[src/rtl/pulse_pkg.sv]
// rtl/pulse_pkg.sv - shared constants and state type for the psi pulse-width link
package pulse_pkg;
    localparam int PULSE_WIDTH   = 8;
    localparam int PULSE_MIN_GAP = 2;

    typedef enum logic [1:0] {
        IDLE = 2'd0,
        HIGH = 2'd1,
        GAP  = 2'd2
    } state_t;
endpackage

[src/rtl/pulse_tx_if.sv]
// rtl/pulse_tx_if.sv - valid/ready word handshake into the pulse transmitter
interface pulse_tx_if
    import pulse_pkg::*;
#(
    parameter int WIDTH = PULSE_WIDTH
) ();
    logic             in_valid;
    logic [WIDTH-1:0] in_data;
    logic             in_ready;

    modport master (output in_valid, output in_data, input  in_ready);
    modport slave  (input  in_valid, input  in_data, output in_ready);
endinterface

[src/rtl/pulse_tx_load_down_counter.sv]
// rtl/pulse_tx_load_down_counter.sv - loadable down counter that saturates at zero
module load_down_counter #(
    parameter int W = 8
) (
    input  logic         clk,
    input  logic         rst,
    input  logic         i_load,
    input  logic [W-1:0] i_load_val,
    input  logic         i_dec,
    output logic         o_zero
);
    logic [W-1:0] r_count;

    always_ff @(posedge clk) begin
        if (rst) begin
            r_count <= '0;
        end else if (i_load) begin
            r_count <= i_load_val;
        end else if (i_dec && (r_count != '0)) begin
            r_count <= r_count - W'(1);
        end
    end

    assign o_zero = (r_count == '0);
endmodule

[src/rtl/pulse_tx.sv]
// rtl/pulse_tx.sv - sends each word D as D+1 high cycles on psi, then MIN_GAP low cycles
module pulse_tx
    import pulse_pkg::*;
#(
    parameter int WIDTH   = PULSE_WIDTH,
    parameter int MIN_GAP = PULSE_MIN_GAP
) (
    input  logic       clk,
    input  logic       rst,
    pulse_tx_if.slave  s_in,
    output logic       psi,
    output logic       busy,
    output logic       done
);
    state_t           r_state;
    state_t           w_next;
    logic             r_full;
    logic [WIDTH-1:0] r_hold;
    logic             r_psi;
    logic             w_xfer;
    logic             w_take;
    logic             w_hi_load;
    logic             w_hi_dec;
    logic             w_hi_zero;
    logic             w_gap_load;
    logic             w_gap_dec;
    logic             w_gap_zero;

    assign s_in.in_ready = !r_full;
    assign w_xfer        = s_in.in_valid && !r_full;

    // A write and a load on the same edge both take effect; the write wins the full flag.
    always_ff @(posedge clk) begin
        if (rst) begin
            r_full <= 1'b0;
            r_hold <= '0;
        end else begin
            if (w_take) begin
                r_full <= 1'b0;
            end
            if (w_xfer) begin
                r_full <= 1'b1;
                r_hold <= s_in.in_data;
            end
        end
    end

    always_ff @(posedge clk) begin
        if (rst) begin
            r_state <= IDLE;
            r_psi   <= 1'b0;
        end else begin
            r_state <= w_next;
            r_psi   <= (w_next == HIGH);
        end
    end

    always_comb begin
        w_next     = r_state;
        w_take     = 1'b0;
        w_hi_load  = 1'b0;
        w_hi_dec   = 1'b0;
        w_gap_load = 1'b0;
        w_gap_dec  = 1'b0;
        case (r_state)
            IDLE: begin
                if (r_full) begin
                    w_hi_load = 1'b1;
                    w_take    = 1'b1;
                    w_next    = HIGH;
                end
            end
            HIGH: begin
                if (w_hi_zero) begin
                    w_gap_load = 1'b1;
                    w_next     = GAP;
                end else begin
                    w_hi_dec = 1'b1;
                end
            end
            GAP: begin
                if (!w_gap_zero) begin
                    w_gap_dec = 1'b1;
                end else if (r_full) begin
                    w_hi_load = 1'b1;
                    w_take    = 1'b1;
                    w_next    = HIGH;
                end else begin
                    w_next = IDLE;
                end
            end
            default: w_next = IDLE;
        endcase
    end

    load_down_counter #(.W(WIDTH)) u_hi_cnt (
        .clk        (clk),
        .rst        (rst),
        .i_load     (w_hi_load),
        .i_load_val (r_hold),
        .i_dec      (w_hi_dec),
        .o_zero     (w_hi_zero)
    );

    load_down_counter #(.W(8)) u_gap_cnt (
        .clk        (clk),
        .rst        (rst),
        .i_load     (w_gap_load),
        .i_load_val (8'(MIN_GAP - 1)),
        .i_dec      (w_gap_dec),
        .o_zero     (w_gap_zero)
    );

    assign psi  = r_psi;
    assign busy = (r_state != IDLE);
    assign done = (r_state == GAP) && w_gap_zero;
endmodule

[src/flat_wrapper.sv]
// flat-port wrapper written by rule: the top's interface ports become plain ports
module pulse_tx_flat import pulse_pkg::*;
#(
    parameter int WIDTH   = PULSE_WIDTH,
    parameter int MIN_GAP = PULSE_MIN_GAP
)
  (clk, rst, psi, busy, done, s_in_in_valid, s_in_in_data, s_in_in_ready);
  pulse_tx_if #(.WIDTH(WIDTH)) s_in_i ();
  input  logic clk;
  input  logic rst;
  output logic psi;
  output logic busy;
  output logic done;
  input wire logic [$bits(s_in_i.in_valid)-1:0] s_in_in_valid;
  input wire logic [$bits(s_in_i.in_data)-1:0] s_in_in_data;
  output wire logic [$bits(s_in_i.in_ready)-1:0] s_in_in_ready;
  assign s_in_i.in_valid = s_in_in_valid;
  assign s_in_i.in_data = s_in_in_data;
  assign s_in_in_ready = s_in_i.in_ready;
  pulse_tx #(.WIDTH(WIDTH), .MIN_GAP(MIN_GAP)) u_core (.clk(clk), .rst(rst), .s_in(s_in_i), .psi(psi), .busy(busy), .done(done));
endmodule
[config.mk]
export PLATFORM = sky130hd
export DESIGN_NAME = pulse_tx_flat
export DESIGN_NICKNAME = d
export VERILOG_FILES = /design/src/rtl/pulse_pkg.sv /design/src/rtl/pulse_tx_if.sv /design/src/rtl/pulse_tx_load_down_counter.sv /design/src/rtl/pulse_tx.sv /design/src/flat_wrapper.sv
export SDC_FILE = /design/constraint.sdc
export NUM_CORES = 1
export LEC_CHECK = 0
export CAP_MARGIN = 30
export CORE_MARGIN = 8
export CORE_UTILIZATION = 40
export DETAILED_ROUTE_END_ITERATION = 7
export HOLD_SLACK_MARGIN = 0.12
export PLACE_DENSITY = 0.7
export SYNTH_ARGS = -nofsm -noshare
export SYNTH_HDL_FRONTEND = slang
export SYNTH_SLANG_ARGS = --single-unit
[constraint.sdc]
create_clock -name clk -period 1.9 [get_ports clk]
set_input_delay 0.38 -clock clk [delete_from_list [all_inputs] [get_ports clk]]
set_output_delay 0.38 -clock clk [all_outputs]
set_load 0.01 [all_outputs]
Word level (Yosys, flattened, before mapping). Cells that the tools add are included. Widths: inputs -> output; s select.

Output and inout port bits: 4. Word-level logic and storage cells: 47. Register bits after elaboration: 28. Bits of input ports: 11.

Reduce and logical (&&, ||, !) cells: 15. $add $sub $neg: 2. Mux-type cells: 20. Eq/ne operators: 3.

Operators with widths (number): $logic_not 8->1 (2); $mux 8 (2); $reduce_bool 8->1 (2); $sub 8x1->8 const B (2); $mux 1 (13); $reduce_bool 2->1 (4); $mux 2 (3); $pmux 2 s3 (1); $eq 2x1->1 const B (2); $logic_and 1x1->1 (4); $eq 2x2->1 const B (1); $logic_not 2->1 (1); $pmux 1 s2 (1); $reduce_or 2->1 (1); $logic_not 1->1 (1).

Logic depth before layout (Yosys ltp).
Word-level depth: 6. Mapped depth: 8.

Modules after synthesis. From an unflattened synthesis, not the netlist that was laid out.

Cells, all modules: 165. Area total of the unflattened synthesis: 1519.0 µm².

Modules (own cells, without submodules): load_down_counter (sequential area each 160.2 µm², area an instance 515.5 µm², times used 2, cells each 59); pulse_tx (sequential area each 240.2 µm², area an instance 488.0 µm², times used 1, cells each 47).

Worst setup path after synthesis. No wires, ideal clock.

Kind: flip-flop to output port. Start point: register u_core.u_gap_cnt.r_count[0]. End point: output done. Path slack: -0.017 ns. Stages on the path, launching flop included: 6. Path buffers: 1. Data required time: 1.520 ns. Data arrival time: 1.537 ns. Cell sequence: dfxtp_1 > inv_1 > ha_1 > or3b_2 > clkbuf_1 > nor4_1.

Word-level cells in the longest chain between the ends: 2.

RTL lines: start: declaration (RTL line pulse_tx_load_down_counter.sv:12) `logic [W-1:0] r_count;`; start signal: assignment (RTL line pulse_tx_load_down_counter.sv:18) `r_count <= i_load_val;`; start signal: assignment (RTL line pulse_tx_load_down_counter.sv:20) `r_count <= r_count - W'(1);`; $logic_not 8->1 (RTL line pulse_tx_load_down_counter.sv:24) `assign o_zero = (r_count == '0);`; $logic_and 1x1->1 (RTL line pulse_tx.sv:116) `assign done = (r_state == GAP) && w_gap_zero;`; end: declaration (RTL line flat_wrapper.sv:13) `output logic done;`.

No other way between the ends.

Worst setup path after layout.
Start point: register u_core.u_gap_cnt.r_count[5]. End point: output done.

Same word-level chain as after synthesis.

==> run summary <==
Initial Util -> 0.4208
Routed length per instance -> 14.02 um
Antenna-violating nets left -> 0
Violated checks -> setup timing
Crit path launch type -> flop
Critical path, cell by cell -> or4_4 > nor4_4 > buf_2
Power, Total -> 1308 uW
Clk slew on worst S/H paths -> 150 ps
Vias in the first global route -> 1,275
Reg2reg start -> u_core.u_gap_cnt.r_count[0]
Fin crit share -> 1.064
Status -> finished with violations
Ys flop type -> dfxtp_1
Final hold violation count -> 0
Hold-fix buffers, CTS -> 0
Arrival @ worst endpoint -> 1640 ps
Row count -> 21
Drt drc -> 0
Worst-skew pair later-pin latency -> 330 ps
Total gr overflow -> 0
Critical Path Source -> u_core.u_gap_cnt.r_count[5]
First-pass GRT wire length -> 5671 um
Die ar. -> 5697 sq um
Leak -> 0.0006704 uW
Top Ports -> 15
Number of unique standard cell types used by synthesis -> 43
Synth-to-Final Area Change -> 28.03%
Clock Skew -> 1.424 ps
Clock H-tree levels -> 1
Via density -> 5.372
Chip width -> 75.48 um
I/O Buffers -> 14
Final Max Tran Viols -> 0
Iteration-0 DRC Markers -> 32
Gr usage total -> 0.1264
Initial antenna violation count -> 0
Worst-margin pin slew -> 489.8 ps
Max clock buf depth -> 2
CTS Sinks -> 28
CORE AREA -> 3363 sq um
Min cycle time layout -> 2022 ps
Die H -> 75.48 um
Worst Setup End Kind -> output pin
Final Worst Setup Slack -> -121.5 ps
CTS root buffer -> clkbuf_4
Layout cells sized above 1 -> 0.2703
Setup WS pre-CTS -> -299.5 ps
Final nets -> 201
Worst path required time -> 1520 ps
Worst-path maximum fanout -> 2
Global placer's final weighted congestion -> 0.8640
Fmax -> 494.7 MHz
Max VDD drop -> 0.4828 mV
Mapped Area -> 1415 sq um
Pin count of the biggest net entering global routing -> 22
Async SR Flop Fraction -> 0
Relative slew margins -> 0.6728
Synthesized area per cell -> 9.189 sq um
Slowest stage cell, crit path -> or4_4
Register area share after synthesis -> 0.3961
Maxcap violations -> 0
Dpl hpwl -> 2415 um
P per Cell Area -> 721.7 nW/um^2
Post-Synthesis Cells -> 154
First-pass iteration count of the detailed router -> 4
EDFF count, synth -> 0
# diodes -> 0
Vias after detailed routing -> 1,241
Cts bufs inserted -> 3
Yosys warnings -> 0
Worst Hold Class -> reg2reg
#FFs+latches synth -> 28
Min-delay src -> u_core.r_hold[1]
Reg2reg setup slack -> 100 ps
Synthesized Nets -> 168
Slowest Stage Delay on Critical Path -> 550 ps
Routed WL -> 3238 um
CTS tree -> done
RSZ-0062 raised after global routing -> true
Final setup vio count -> 1
CP Class -> reg2out
registers in the layout, summed over array words and instances (netlist names):
name / flops
u_core.r_hold: 8
u_core.r_state: 2
u_core.psi: 1
u_core.r_full: 1
u_core.u_hi_cnt.r_count: 8
u_core.u_gap_cnt.r_count: 8
cells in the mapped netlist, types with 2 or more instances:
library cell | count | share of area
a311oi_2 | 3 | 0.032
ha_1 | 3 | 0.027
nor3_1 | 10 | 0.035
nor4_1 | 3 | 0.013
or4_1 | 3 | 0.016
o21a_1 | 2 | 0.011
nor2_1 | 19 | 0.050
xor2_1 | 5 | 0.031
mux2i_1 | 9 | 0.064
nand3b_1 | 2 | 0.011
xnor2_1 | 2 | 0.012
nand3_1 | 3 | 0.011
dfxtp_1 | 28 | 0.40
nor2b_1 | 4 | 0.018
o211ai_1 | 3 | 0.016
o21ai_0 | 2 | 0.0071
clkbuf_1 | 4 | 0.011
nand2_1 | 3 | 0.0080
a211oi_1 | 3 | 0.016
a21oi_1 | 7 | 0.025
a211oi_2 | 3 | 0.027
nand2b_1 | 3 | 0.013
inv_1 | 8 | 0.021
nand4_1 | 2 | 0.0088
or3_1 | 2 | 0.0088
critical path, delay by kind of cell, from the launching register on:
kind                   cells  cell delay, ps
buffers and inverters      1             180
DFF                        1             340
and+or+nand+nor            2             780
final cells by class:
cell class / count / area, sq um
fill: 341 / 1551
multi-input combinational: 112 / 853.3
sequential: 28 / 564.3
timing repair buffer: 34 / 284.0
tap: 46 / 57.56
inverter: 8 / 30.03
clock buffer: 3 / 22.52
stage by stage:
stage	cells	hold slack, ps	utilization	area (sq um)	setup TNS [ps]
after floorplan	154	443.1	-	1421	0
after global placement	227	464.0	0.5145	1730	-178.5
after detailed placement	227	468.1	0.5145	1730	-386.1
after CTS	231	487.1	0.5294	1780	-221.1
after global routing	231	527.7	0.5387	1812	-181.0
final	231	489.6	0.5387	1812	-121.5
where the power goes:
| part | switching (uW) | internal [uW] | total [uW] |
|---|---|---|---|
| sequential | 43.4 | 632 | 675 |
| combinational | 190 | 185 | 375 |
| clock | 183 | 74.7 | 257 |
| total | 416 | 891 | 1310 |
placed cells by master, fill, tap and decap left out, types with 2 or more instances in the layout:
master            n
a211oi_1          3
a211oi_2          3
a21oi_1           7
a311oi_2          3
buf_4            20
clkbuf_4          3
clkdlybuf4s50_1  12
dfxtp_1          25
dfxtp_2           3
ha_1              2
inv_1             6
inv_2             2
mux2i_1           9
nand2_1           3
nand2b_1          3
nand3_1           3
nand3b_1          2
nand4_1           2
nor2_1           19
nor2b_1           4
nor3_1            6
nor3_2            4
nor4_1            2
o211ai_1          3
o21ai_0           2
or3_1             2
or4_1             2
xnor2_1           2
xor2_1            5
path summary, 6_finish.rpt:
check / to / cells after the start
max: done / 3
min: u_core.u_hi_cnt.r_count[1] / 2
max reg2reg: u_core.u_hi_cnt.r_count[6] / 7
min reg2reg: u_core.u_hi_cnt.r_count[1] / 2
cells by family after synthesis:
kind of cell,count (synthesis),synth area share
simple gates,59,0.2263
compound gates,34,0.2007
flops,28,0.3961
buf+inv,14,0.04332
mux,9,0.06366
xor+xnor,7,0.04333
fa+ha+maj,3,0.02653
what timing repair did:
action | CTS | global route
cloned | 0 | 0
setup buffers | 1 | 0
pin swaps | 1 | 2
setup endpoints to repair | 8 | 8
resized for setup | 14 | 8
routing by layer:
| metal | part of all wire | routed length (um) | GRT usage | vias to the layer above |
|---|---|---|---|---|
| li1 | - | - | - | 629 |
| met1 | 0.46 | 1495 | 0.1477 | 590 |
| met2 | 0.50 | 1629 | 0.2215 | 17 |
| met3 | 0.021 | 68 | 0.02368 | 5 |
| met4 | 0.014 | 44 | 0.04904 | 0 |
| met5 | 0 | 0 | 0 | - |
Note: power is estimated with default switching activity, not from simulation.
